$ cat src/rtl/ahbl_apb_pkg.sv
// Shared definitions for the AHB-Lite to APB bridge.
// Holds the bridge FSM state encoding, AHB HTRANS/HSIZE/HRESP codes.
package ahbl_apb_pkg;

  typedef enum logic [2:0] {
    StIdle,
    StWdata,
    StSetup,
    StAccess,
    StErr1,
    StErr2
  } state_e;

  localparam logic [1:0] HTRANS_IDLE   = 2'b00;
  localparam logic [1:0] HTRANS_BUSY   = 2'b01;
  localparam logic [1:0] HTRANS_NONSEQ = 2'b10;
  localparam logic [1:0] HTRANS_SEQ    = 2'b11;

  localparam logic [2:0] HSIZE_WORD = 3'b010;

  localparam logic HRESP_OKAY  = 1'b0;
  localparam logic HRESP_ERROR = 1'b1;

endpackage

$ cat src/rtl/ahbl_apb_bridge_if.sv
// Signal bundle between an AHB-Lite master/decoder plus APB completer on one side
// and the bridge on the other.
//   slave  : bridge view (AHB inputs, PRDATA/PREADY/PSLVERR in; HREADYOUT/HRDATA/HRESP
//            and the APB request signals out)
//   master : environment view (the mirror image)
interface ahbl_apb_bridge_if #(
  parameter int unsigned PADDR_W = 16
) ();

  // AHB-Lite side
  logic               HSEL;
  logic [31:0]        HADDR;
  logic [1:0]         HTRANS;
  logic               HWRITE;
  logic [2:0]         HSIZE;
  logic [31:0]        HWDATA;
  logic               HREADY;
  logic               HREADYOUT;
  logic [31:0]        HRDATA;
  logic               HRESP;

  // APB side
  logic [PADDR_W-1:0] PADDR;
  logic               PSEL;
  logic               PENABLE;
  logic               PWRITE;
  logic [31:0]        PWDATA;
  logic [31:0]        PRDATA;
  logic               PREADY;
  logic               PSLVERR;

  modport slave (
    input  HSEL, HADDR, HTRANS, HWRITE, HSIZE, HWDATA, HREADY,
    input  PRDATA, PREADY, PSLVERR,
    output HREADYOUT, HRDATA, HRESP,
    output PADDR, PSEL, PENABLE, PWRITE, PWDATA
  );

  modport master (
    output HSEL, HADDR, HTRANS, HWRITE, HSIZE, HWDATA, HREADY,
    output PRDATA, PREADY, PSLVERR,
    input  HREADYOUT, HRDATA, HRESP,
    input  PADDR, PSEL, PENABLE, PWRITE, PWDATA
  );

endinterface

$ cat src/rtl/ahbl_apb_bridge.sv
// AHB-Lite slave to APB requester bridge. Word-sized transfers only; any other HSIZE
// gets a two-cycle AHB ERROR without touching APB. Stalled APB accesses are aborted
// with an ERROR after TIMEOUT wait cycles (TIMEOUT = 0 disables this).
// Ports:
//   HCLK   - clock, rising edge
//   HRESET - asynchronous active-high reset
//   bus    - ahbl_apb_bridge_if.slave: AHB-Lite slave port plus APB requester port
// PADDR_W must match the interface PADDR_W and be below 32.
module ahbl_apb_bridge
  import ahbl_apb_pkg::*;
#(
  parameter int unsigned PADDR_W = 16,
  parameter int unsigned TIMEOUT = 255
) (
  input logic              HCLK,
  input logic              HRESET,
  ahbl_apb_bridge_if.slave bus
);

  // Keep at least one counter bit so TIMEOUT = 0 still elaborates.
  localparam int unsigned CntW = (TIMEOUT == 0) ? 1 : $clog2(TIMEOUT + 1);
  localparam logic [CntW-1:0] CntLast = CntW'(TIMEOUT - 1);

  state_e               state_q;
  logic [CntW-1:0]      cnt_q;
  logic [PADDR_W-1:0]   paddr_q;
  logic                 pwrite_q;
  logic [31:0]          pwdata_q;
  logic                 psel_q;
  logic                 penable_q;
  logic                 hreadyout_q;
  logic                 hresp_q;
  logic [31:0]          hrdata_q;

  logic accept;
  logic unused_haddr;

  assign accept = bus.HSEL & bus.HREADY &
                  ((bus.HTRANS == HTRANS_NONSEQ) | (bus.HTRANS == HTRANS_SEQ));

  // Only the low PADDR_W address bits reach APB.
  assign unused_haddr = ^bus.HADDR[31:PADDR_W];

  always_ff @(posedge HCLK or posedge HRESET) begin
    if (HRESET) begin
      state_q     <= StIdle;
      cnt_q       <= '0;
      paddr_q     <= '0;
      pwrite_q    <= 1'b0;
      pwdata_q    <= '0;
      psel_q      <= 1'b0;
      penable_q   <= 1'b0;
      hreadyout_q <= 1'b1;
      hresp_q     <= HRESP_OKAY;
      hrdata_q    <= '0;
    end else begin
      unique case (state_q)
        // ERR2 is the second (ready) error cycle, so it accepts like IDLE.
        StIdle, StErr2: begin
          if (accept) begin
            paddr_q     <= bus.HADDR[PADDR_W-1:0];
            pwrite_q    <= bus.HWRITE;
            hreadyout_q <= 1'b0;
            if (bus.HSIZE != HSIZE_WORD) begin
              state_q <= StErr1;
              hresp_q <= HRESP_ERROR;
            end else if (bus.HWRITE) begin
              state_q <= StWdata;
              hresp_q <= HRESP_OKAY;
            end else begin
              state_q <= StSetup;
              hresp_q <= HRESP_OKAY;
              psel_q  <= 1'b1;
              cnt_q   <= '0;
            end
          end else begin
            state_q     <= StIdle;
            hreadyout_q <= 1'b1;
            hresp_q     <= HRESP_OKAY;
          end
        end
        StWdata: begin
          pwdata_q <= bus.HWDATA;
          state_q  <= StSetup;
          psel_q   <= 1'b1;
          cnt_q    <= '0;
        end
        StSetup: begin
          state_q   <= StAccess;
          penable_q <= 1'b1;
        end
        StAccess: begin
          if (bus.PREADY) begin
            psel_q    <= 1'b0;
            penable_q <= 1'b0;
            if (bus.PSLVERR) begin
              state_q <= StErr1;
              hresp_q <= HRESP_ERROR;
            end else begin
              state_q     <= StIdle;
              hreadyout_q <= 1'b1;
              if (!pwrite_q) hrdata_q <= bus.PRDATA;
            end
          end else if ((TIMEOUT != 0) && (cnt_q == CntLast)) begin
            // Completer never answered: abandon the access and report ERROR.
            psel_q    <= 1'b0;
            penable_q <= 1'b0;
            state_q   <= StErr1;
            hresp_q   <= HRESP_ERROR;
          end else begin
            cnt_q <= cnt_q + 1'b1;
          end
        end
        StErr1: begin
          state_q     <= StErr2;
          hreadyout_q <= 1'b1;
          hresp_q     <= HRESP_ERROR;
        end
        default: begin
          state_q     <= StIdle;
          hreadyout_q <= 1'b1;
          hresp_q     <= HRESP_OKAY;
          psel_q      <= 1'b0;
          penable_q   <= 1'b0;
        end
      endcase
    end
  end

  assign bus.HREADYOUT = hreadyout_q;
  assign bus.HRESP     = hresp_q;
  assign bus.HRDATA    = hrdata_q;
  assign bus.PADDR     = paddr_q;
  assign bus.PSEL      = psel_q;
  assign bus.PENABLE   = penable_q;
  assign bus.PWRITE    = pwrite_q;
  assign bus.PWDATA    = pwdata_q;

endmodule

$ cat src/flat_wrapper.sv
// flat-port wrapper written by rule: the top's interface ports become plain ports
module ahbl_apb_bridge_flat import ahbl_apb_pkg::*;
#(
  parameter int unsigned PADDR_W = 16,
  parameter int unsigned TIMEOUT = 255
)
  (HCLK, HRESET, bus_HSEL, bus_HADDR, bus_HTRANS, bus_HWRITE, bus_HSIZE, bus_HWDATA, bus_HREADY, bus_PRDATA, bus_PREADY, bus_PSLVERR, bus_HREADYOUT, bus_HRDATA, bus_HRESP, bus_PADDR, bus_PSEL, bus_PENABLE, bus_PWRITE, bus_PWDATA);
  ahbl_apb_bridge_if #(.PADDR_W(PADDR_W)) bus_i ();
  input logic HCLK;
  input logic HRESET;
  input wire logic [$bits(bus_i.HSEL)-1:0] bus_HSEL;
  input wire logic [$bits(bus_i.HADDR)-1:0] bus_HADDR;
  input wire logic [$bits(bus_i.HTRANS)-1:0] bus_HTRANS;
  input wire logic [$bits(bus_i.HWRITE)-1:0] bus_HWRITE;
  input wire logic [$bits(bus_i.HSIZE)-1:0] bus_HSIZE;
  input wire logic [$bits(bus_i.HWDATA)-1:0] bus_HWDATA;
  input wire logic [$bits(bus_i.HREADY)-1:0] bus_HREADY;
  input wire logic [$bits(bus_i.PRDATA)-1:0] bus_PRDATA;
  input wire logic [$bits(bus_i.PREADY)-1:0] bus_PREADY;
  input wire logic [$bits(bus_i.PSLVERR)-1:0] bus_PSLVERR;
  output wire logic [$bits(bus_i.HREADYOUT)-1:0] bus_HREADYOUT;
  output wire logic [$bits(bus_i.HRDATA)-1:0] bus_HRDATA;
  output wire logic [$bits(bus_i.HRESP)-1:0] bus_HRESP;
  output wire logic [$bits(bus_i.PADDR)-1:0] bus_PADDR;
  output wire logic [$bits(bus_i.PSEL)-1:0] bus_PSEL;
  output wire logic [$bits(bus_i.PENABLE)-1:0] bus_PENABLE;
  output wire logic [$bits(bus_i.PWRITE)-1:0] bus_PWRITE;
  output wire logic [$bits(bus_i.PWDATA)-1:0] bus_PWDATA;
  assign bus_i.HSEL = bus_HSEL;
  assign bus_i.HADDR = bus_HADDR;
  assign bus_i.HTRANS = bus_HTRANS;
  assign bus_i.HWRITE = bus_HWRITE;
  assign bus_i.HSIZE = bus_HSIZE;
  assign bus_i.HWDATA = bus_HWDATA;
  assign bus_i.HREADY = bus_HREADY;
  assign bus_i.PRDATA = bus_PRDATA;
  assign bus_i.PREADY = bus_PREADY;
  assign bus_i.PSLVERR = bus_PSLVERR;
  assign bus_HREADYOUT = bus_i.HREADYOUT;
  assign bus_HRDATA = bus_i.HRDATA;
  assign bus_HRESP = bus_i.HRESP;
  assign bus_PADDR = bus_i.PADDR;
  assign bus_PSEL = bus_i.PSEL;
  assign bus_PENABLE = bus_i.PENABLE;
  assign bus_PWRITE = bus_i.PWRITE;
  assign bus_PWDATA = bus_i.PWDATA;
  ahbl_apb_bridge #(.PADDR_W(PADDR_W), .TIMEOUT(TIMEOUT)) u_core (.HCLK(HCLK), .HRESET(HRESET), .bus(bus_i));
endmodule
$ cat config.mk
export PLATFORM = sky130hd
export DESIGN_NAME = ahbl_apb_bridge_flat
export DESIGN_NICKNAME = d
export VERILOG_FILES = /design/src/rtl/ahbl_apb_pkg.sv /design/src/rtl/ahbl_apb_bridge_if.sv /design/src/rtl/ahbl_apb_bridge.sv /design/src/flat_wrapper.sv
export SDC_FILE = /design/constraint.sdc
export NUM_CORES = 1
export LEC_CHECK = 0
export BUFFER_PORTS_ARGS = -buffer_cell sky130_fd_sc_hd__buf_4
export CAP_MARGIN = 10
export CORE_MARGIN = 1
export CORE_UTILIZATION = 46
export CTS_CLUSTER_SIZE = 14
export DETAILED_ROUTE_END_ITERATION = 8
export PLACE_DENSITY = 0.8
export SLEW_MARGIN = 15
export SYNTH_ARGS = -nofsm -noshare
export SYNTH_HDL_FRONTEND = slang
export SYNTH_SLANG_ARGS = --single-unit
$ cat constraint.sdc
create_clock -name HCLK -period 3.8 [get_ports HCLK]
set_input_delay 0.19 -clock HCLK [delete_from_list [all_inputs] [get_ports HCLK]]
set_output_delay 0.19 -clock HCLK [all_outputs]
set_load 0.005 [all_outputs]
; ---- Word level (Yosys, flattened, before mapping)
; Cells that the tools add are included.
[op_classes]
reduce_logical = 13
n_eq_ne = 18
bitwise = 8
addsub = 1
muxes = 30
[op_table]
columns = operator, count
row1 = two-way mux 8 bit, 5
row2 = case mux 8 bit (3 select lines), 1
row3 = two-way mux 3 bit, 5
row4 = case mux 3 bit (5 select lines), 1
row5 = two-way mux 1 bit, 13
row6 = inequality test 2 bit (second input constant), 6
row7 = adder 8 x 1 -> 8 bit (second input constant), 1
row8 = == test 8 bit (second input constant), 1
row9 = case mux 1 bit (4 select lines), 2
row10 = == test 3 x 2 -> 1 bit (second input constant), 2
row11 = == test 3 bit (second input constant), 2
row12 = inequality test 3 x 2 -> 1 bit (second input constant), 2
row13 = case mux 1 bit (3 select lines), 2
row14 = AND reduction 3 bit, 2
row15 = AND reduction 6 bit, 1
row16 = OR reduction 2 bit, 3
row17 = inverter 1 bit, 5
row18 = AND reduction 5 bit, 1
row19 = == test 2 bit (second input constant), 2
row20 = AND reduction 2 bit, 2
row21 = AND reduction 4 bit, 1
row22 = OR reduction 4 bit, 1
row23 = == test 3 x 1 -> 1 bit (second input constant), 1
row24 = logical NOT 3 bit, 1
row25 = other kinds (6), 7
[totals]
regBits = 96
wordCells = 80
out_inout_bits = 85
inputBits = 108

; ---- Logic depth before layout (Yosys ltp)
; Gate-level depths: netlist (run 1).
[logic_depth]
word_depth = 5
depth_mapped = 6
ltp_nobuf = 6

; ---- Least setup slack after synthesis (run 1)
; No wires, ideal clock.
[synth_path]
kind = register to register
from = register u_core.cnt_q[0]
to = register u_core.cnt_q[1]
synth_period_minus_slack_ns = 1.831
setup_time_ns = 0.125
arrival_ns = 1.706
n_path_buf = 0
slack_ns = 1.969
path_stages_with_launch = 7
cell_sequence = dfrtp_1 inv_1 ha_1 and3_1 a211o_2 a21oi_4 mux2_2
[synth_via]
elab_chain_len = 4
[synth_rtl]
columns = item, line
row1 = start: declaration, ahbl_apb_bridge.sv:25  ; logic [CntW-1:0] cnt_q;
row2 = start signal: assignment, ahbl_apb_bridge.sv:111  ; cnt_q <= cnt_q + 1'b1;
row3 = adder 8 x 1 -> 8 bit, ahbl_apb_bridge.sv:111
row4 = two-way mux 8 bit, ahbl_apb_bridge.sv:104  ; end else if ((TIMEOUT != 0) && (cnt_q == CntLast)) begin
row5 = two-way mux 8 bit, ahbl_apb_bridge.sv:93  ; if (bus.PREADY) begin
row6 = case mux 8 bit (3 select lines), ahbl_apb_bridge.sv:57  ; unique case (state_q)
; Several ways; a longest one is shown, not always the timed one. The select of a mux whose other input is x is not followed.
; A chain may end at the register's enable or synchronous reset.

; ---- Worst setup path in the final report (run 1)
[layout_path]
from = register u_core.state_q[1]
to = register u_core.hrdata_q[22] (netlist: u_core.bus.HRDATA[22])
[layout_via]
elab_chain_len = 2
[layout_rtl]
columns = item, line
row1 = start: declaration, ahbl_apb_bridge.sv:24  ; state_e state_q;
row2 = start signal: assignment, ahbl_apb_bridge.sv:46  ; state_q <= StIdle;
row3 = start signal: assignment, ahbl_apb_bridge.sv:65  ; state_q <= StErr1;
row4 = start signal: assignment, ahbl_apb_bridge.sv:68  ; state_q <= StWdata;
row5 = == test 3 x 2 -> 1 bit, ahbl_apb_bridge.sv:57
row6 = AND reduction 4 bit (no line), --
row7 = end signal: assignment, ahbl_apb_bridge.sv:102  ; if (!pwrite_q) hrdata_q <= bus.PRDATA;
row8 = end: declaration, ahbl_apb_bridge.sv:33  ; logic [31:0] hrdata_q;
; No other way between the ends.

==> metrics.md, run 1 <==
| Metric | Value |
|---|---|
| EDFF count, synth | 0 |
| Vias/cell | 5.11 |
| Router iterations before antenna repair | 4 |
| Reg-to-reg startpoint | u_core.state_q[1]$_DFFE_PP0P_ |
| First-pass GRT wire length | 13.4 mm |
| # IOs | 193 |
| Non-filler cells in the finished layout | 559 |
| Standard-cell rows | 33 |
| Post CTS Setup Buffer Count | 0 |
| Worst Reg-to-Reg Cells | 4 |
| Netlist Area Pre-Place | 0.00398 sq mm |
| Synth Area in XOR/XNOR | 0.00880 |
| Slew margin rel. | 0.447 |
| Placed Instances | 544 |
| Clk_skew | 8.40 ps |
| Layout cell share with drive strength beyond 1 | 0.617 |
| Hold buffers post-CTS | 0 |
| Initial Utilization | 0.480 |
| Worst slew pin tran | 830 ps |
| Worst setup path category | flop to flop |
| Worst setup SP type | flop |
| TNS Setup | 0 ps |
| Post-CTS sizing | 0 |
| Critical path's slowest cell | dfrtp_1 |
| Final worst-path cycle share | 0.568 |
| Hpwl dp | 6.39 mm |
| CTS root buf | clkbuf_8 |
| Minimum clock period | 2160 ps |
| Top post-synthesis cells by area | dfrtp_1 60%, mux2_2 21%, mux2_1 1.7% |
| Most common flop cell mapped by yosys | dfrtp_1 |
| Die width | 95.0 microns |
| Clock Sinks | 96 |
| Commonest non-fill, non-tap cell in the layout | buf_4 |
| Min Hold Slack | 13.4 ps |
| Post-route cell area | 0.00555 sq mm |
| Area growth syn-to-layout | 39.5% |
| Core Area | 0.00830 sq mm |
| Top-area cell type share of the netlist area | 0.597 |
| Maxcap violations | 0 |
| CP endpoint | u_core.bus.HRDATA[22]$_DFFE_PP0P_ |
| Vias in the first global route | 2858 |
| Simple-gate portion of the synthesized area | 0.0594 |
| Compound-Gate Fraction of Synth Area | 0.0657 |
| Sequential area share after synthesis | 0.604 |
| CTS tree | built |
| Critical R2R Capture | u_core.bus.HRDATA[22]$_DFFE_PP0P_ |
| Routed Antenna Nets | 0 |
| Post-synth top area cell | dfrtp_1 |
| Initial antenna violation count | 0 |
| Input/output buffers | 175 |
| Yosys reg bits | 96 |
| Post-synth net total | 381 |
| Worst-Skew Late Latency | 350 ps |
| Dpl cell area | 0.00539 sq mm |
| Final Util | 0.669 |
| Synth cell types | 44 |
| WL per Instance | 15.6 microns |
| Post-synth ARST share | 1.00 |
| Fraction of the mapped netlist area in adder cells | 0.00628 |
| TritonCTS Buffers | 9 |
| Longest Clk Path Bufs | 2 |
| Power, Total | 4.22 mW |
| Mux share of post-synthesis cell area | 0.232 |
| Synthesized area per cell | 14.7 sq um |
| Total GRT Usage | 0.195 |
| 1st-iter DRT viols | 48 |
| R2R Setup Slk | 1640 ps |
| DR DRC count | 0 |
| Setup WS post-layout | 1640 ps |
| Min-delay worst type | primary input to asynchronous set/reset pin |
| Largest net degree at the start of global routing | 69 |
| Worst vdd ir | 0.000355 V |
| Pwr dens | 760 mW/mm^2 |
| Most frequent cells in the layout | 179 x buf_4, 95 x dfrtp_1, 76 x mux2_2 |
| Die Y | 95.0 microns |
| Die area | 0.00903 sq mm |
| Largest family of logic cells by synthesized area | multiplexers |
| Final hold violations | 0 |
| Final-stage net count | 560 |
| H-tree levels | 3 |
| Delay of the slowest critical-path stage | 730 ps |
| Worst setup EP type | flop |
| Pre-CTS WS | 1660 ps |
| Routability cong. | 0.792 |
| Final Max Tran Viols | 0 |
| Static Leak | 2.66 nW |
| Max frequency | 0.463 GHz |
| Setup violators final | 0 |
| Maximum fanout along the worst path | 32 |
| Gate Count Post-Synth | 271 |
| GRT overflow | 0 |
| CP arrival | 2390 ps |
| Via count | 2855 |
| Required @ worst endpoint | 4030 ps |
| Ant diodes | 0 |
| Crit-path cells | nand3b_4 > nor3_4 > buf_4 > mux2_2 |
| Routed WL | 8.72 mm |
| Clk pin slew, worst setup/hold paths | 90 ps |
| Status | completed |
| Worst Setup SP | u_core.state_q[1]$_DFFE_PP0P_ |
| YS warnings | 0 |
| Unrepaired setup endpoints after global routing | false |
## per-layer routing
layer | vias to the layer above | global-route usage | part of all wire
met2 | 137 | 0.332 | 0.49
li1 | 1332 | - | -
met1 | 1372 | 0.232 | 0.40
met4 | 0 | 0.0795 | 0.019
met5 | - | 0 | 0
met3 | 14 | 0.0566 | 0.085
## report_power, final
part / internal, mW / switching, mW / total (mW)
Sequential: 1.51 / 0.315 / 1.83
Clock: 0.234 / 0.347 / 0.581
Combinational: 1.15 / 0.665 / 1.82
## cell usage after synthesis (3+ instances only)
library cell  count
nand2_1           4
nand3_1           6
inv_1             6
buf_4             8
buf_2             3
a21oi_1           4
dfrtp_1          95
o211ai_1          3
o21ai_0           5
mux2_1            6
and3_1            3
nor2_1            9
mux2_2           76
nand2b_1          4
a31oi_1           3
## registers in the layout, indices dropped and copies added (netlist names)
name                  flops
u_core.bus.HRDATA        32
u_core.bus.PWDATA        32
u_core.bus.PADDR         16
u_core.cnt_q              8
u_core.state_q            3
u_core.bus.HREADYOUT      1
u_core.bus.HRESP          1
u_core.bus.PENABLE        1
u_core.bus.PSEL           1
u_core.bus.PWRITE         1
## critical path, delay by kind of cell (launching register included)
family        cells  cell delay, ps
simple gates      2             510
flops             1             730
buf+inv           1             390
mux               1             390
## kinds of logic (layout without fill, tap and decap cells)
logic type	count (synthesis)	after routing
XOR/XNOR	4	4
flip-flops	96	96
AO/OA/AOI/OAI	32	32
buffers and inverters	17	200
adder cells (fa/ha/maj)	2	2
AND/OR/NAND/NOR	38	38
multiplexers	82	82
## worst min-delay path by stage
| stage | slack, ps | to | cells after the start | startpoint |
|---|---|---|---|---|
| detailed placement | 410 | u_core.bus.PWDATA[29]$_DFFE_PP0P_ | 2 | bus_HWDATA[29] |
| global placement | 400 | u_core.bus.HRDATA[30]$_DFFE_PP0P_ | 2 | HRESET |
| CTS | 30 | u_core.bus.HRDATA[16]$_DFFE_PP0P_ | 2 | HRESET |
| finish | 10 | u_core.bus.HRDATA[0]$_DFFE_PP0P_ | 2 | HRESET |
| floorplan | 300 | u_core.state_q[1]$_DFFE_PP0P_ | 1 | bus_HWRITE |
| global route | 30 | u_core.bus.PWDATA[29]$_DFFE_PP0P_ | 2 | bus_HWDATA[29] |
## area by class of cell
cell class	count	area, sq um
clock inverter	5	35.0
clock buffer	10	128
timing repair buffer	179	1340
sequential	96	2400
inverter	6	25.0
fill	605	2750
multi-input combinational	158	1490
tap	105	131
Note: power is estimated with default switching activity, not from simulation.
==> run 2, diff against run 1 <==
==> constraint.sdc (replaced) <==
create_clock -name HCLK -period 2.01 [get_ports HCLK]
set_input_delay 0.1005 -clock HCLK [delete_from_list [all_inputs] [get_ports HCLK]]
set_output_delay 0.1005 -clock HCLK [all_outputs]
set_load 0.005 [all_outputs]
==> run 2 against run 1 <==
Effect of this change:
- clock power grew 110%
- largest power group is now combinational logic
- critical path depth up 1
- largest cell class unchanged
- global-route usage up 4.5 points
- critical endpoint is now u_core.cnt_q[1]$_DFFE_PP0P_
- power up 100%
==> metrics.md, run 2 (same netlist as run 1, synthesis figures left out) <==
| Metric | Value |
|---|---|
| Post-route cell area | 0.00651 sq mm |
| Clk pwr share | 0.142 |
| Layout cell share with drive strength beyond 1 | 0.532 |
| Clk_skew | 16.3 ps |
| GRT overflow | 0 |
| Final hold violations | 0 |
| First-pass GRT wire length | 16.5 mm |
| Reg-to-reg startpoint | u_core.cnt_q[1]$_DFFE_PP0P_ |
| DR DRC count | 0 |
| Post-CTS sizing | 0 |
| Required @ worst endpoint | 2250 ps |
| TNS Setup | 0 ps |
| Critical path's slowest cell | dfrtp_1 |
| Worst setup EP type | flop |
| Ant diodes | 0 |
| Dpl cell area | 0.00550 sq mm |
| Delay of the slowest critical-path stage | 430 ps |
| Max frequency | 0.543 GHz |
| Hpwl dp | 6.65 mm |
| Area growth syn-to-layout | 63.5% |
| Hold Path End | u_core.state_q[2]$_DFFE_PP0P_ |
| Most frequent cells in the layout | 183 x buf_4, 95 x dfrtp_1, 82 x dlygate4sd3_1 |
| H-tree levels | 3 |
| Initial Utilization | 0.480 |
| R2R Setup Slk | 170 ps |
| Static Leak | 3.08 nW |
| Setup violators final | 0 |
| Sw Share | 0.323 |
| Standard-cell rows | 33 |
| Critical R2R Capture | u_core.cnt_q[1]$_DFFE_PP0P_ |
| # IOs | 193 |
| Min-delay worst type | primary input to flop |
| Clk pin slew, worst setup/hold paths | 100 ps |
| Min Hold Slack | 117 ps |
| Die width | 95.0 microns |
| Vias/cell | 5.04 |
| Worst setup path category | flop to flop |
| CTS tree | built |
| Die Y | 95.0 microns |
| Final Max Tran Viols | 0 |
| Slew margin rel. | 0.591 |
| WHS Path Cells | 3 |
| Input/output buffers | 175 |
| Status | completed |
| Non-filler cells in the finished layout | 650 |
| Setup WS post-layout | 169 ps |
| Power, Total | 8.48 mW |
| Net Sw Power | 2.74 mW |
| Min-delay src | bus_PREADY |
| Gate power share | 0.454 |
| WL per Instance | 16.2 microns |
| Core Area | 0.00830 sq mm |
| Worst-Skew Late Latency | 360 ps |
| CP arrival | 2080 ps |
| Pwr dens | 1300 mW/mm^2 |
| Final worst-path cycle share | 0.916 |
| Router iterations before antenna repair | 4 |
| CTS root buf | clkbuf_8 |
| Largest net degree at the start of global routing | 57 |
| Maxcap violations | 0 |
| Part of the power in registers | 0.404 |
| Routability cong. | 0.873 |
| Worst setup SP type | flop |
| Worst Reg-to-Reg Cells | 5 |
| Die area | 0.00903 sq mm |
| Routed Antenna Nets | 0 |
| Worst slew pin tran | 612 ps |
| Total GRT Usage | 0.241 |
| Longest Clk Path Bufs | 2 |
| Routed WL | 10.5 mm |
| Vias in the first global route | 3435 |
| TritonCTS Buffers | 9 |
| Crit-path cells | ha_1 > and3_1 > a211o_2 > a21oi_4 > mux2_2 |
| Worst vdd ir | 0.000735 V |
| Int Pwr | 5.74 mW |
| Final-stage net count | 650 |
| 1st-iter DRT viols | 88 |
| Clock Sinks | 96 |
| Pre-CTS WS | 187 ps |
| Unrepaired setup endpoints after global routing | false |
| Final Util | 0.784 |
| Minimum clock period | 1840 ps |
| Placed Instances | 552 |
| Initial antenna violation count | 0 |
| Maximum fanout along the worst path | 7 |
| Via count | 3277 |
| Commonest non-fill, non-tap cell in the layout | buf_4 |
run 2: changes by cell type in the layout (fill, tap and decap cells not counted), sizes merged:
cell         change
dlygate4sd3     +82
buf              +8
clkinvlp         -3
inv              +3
clkinv           +2
clkbuf           -1
run 2: layout make-up:
class / count / area (sq um)
flip-flops and latches: 96 / 2400
repair buffers: 269 / 2270
clock buffers: 9 / 124
multi-input cells: 158 / 1490
inverters: 6 / 26.3
clock inverters: 7 / 62.6
fillers: 491 / 1790
well taps: 105 / 131
run 2: power groups by stage:
stage / logic (mW) / registers (mW) / clock network, mW
3_5_place_dp: 3.70 / 3.44 / 0
6_report: 3.85 / 3.43 / 1.20
3_3_place_gp: 3.58 / 3.38 / 0
2_1_floorplan: 1.74 / 3.42 / 0
4_1_cts: 3.84 / 3.40 / 1.24
5_1_grt: 4.17 / 3.56 / 1.32
run 2: repair_timing:
item,in CTS,in global routing
buffers inserted,0,0
endpoints found under the hold margin,106,0
hold buffers,82,0
run 2: worst max-delay path by stage:
stage | start | endpoint | slack, ps
global route | u_core.cnt_q[1]$_DFFE_PP0P_ | u_core.cnt_q[1]$_DFFE_PP0P_ | 110
CTS | u_core.cnt_q[1]$_DFFE_PP0P_ | u_core.cnt_q[1]$_DFFE_PP0P_ | 170
global placement | u_core.cnt_q[1]$_DFFE_PP0P_ | u_core.cnt_q[1]$_DFFE_PP0P_ | 230
finish | u_core.cnt_q[1]$_DFFE_PP0P_ | u_core.cnt_q[1]$_DFFE_PP0P_ | 170
detailed placement | u_core.cnt_q[1]$_DFFE_PP0P_ | u_core.cnt_q[1]$_DFFE_PP0P_ | 190
floorplan | u_core.cnt_q[0]$_DFFE_PP0P_ | u_core.cnt_q[1]$_DFFE_PP0P_ | 180
run 2: critical path, delay by kind of cell, from the launching register on:
kind / cells / cell delay, ps
compound gates: 2 / 570
fa+ha+maj: 1 / 190
flops: 1 / 430
mux: 1 / 350
simple gates: 1 / 200
run 2: per-layer routing:
metal	GRT usage	wire length (microns)	vias to the layer above
li1	-	-	1514
met1	0.266	3990	1616
met2	0.444	5610	130
met3	0.0574	737	17
met4	0.0909	200	0
met5	0	0	-
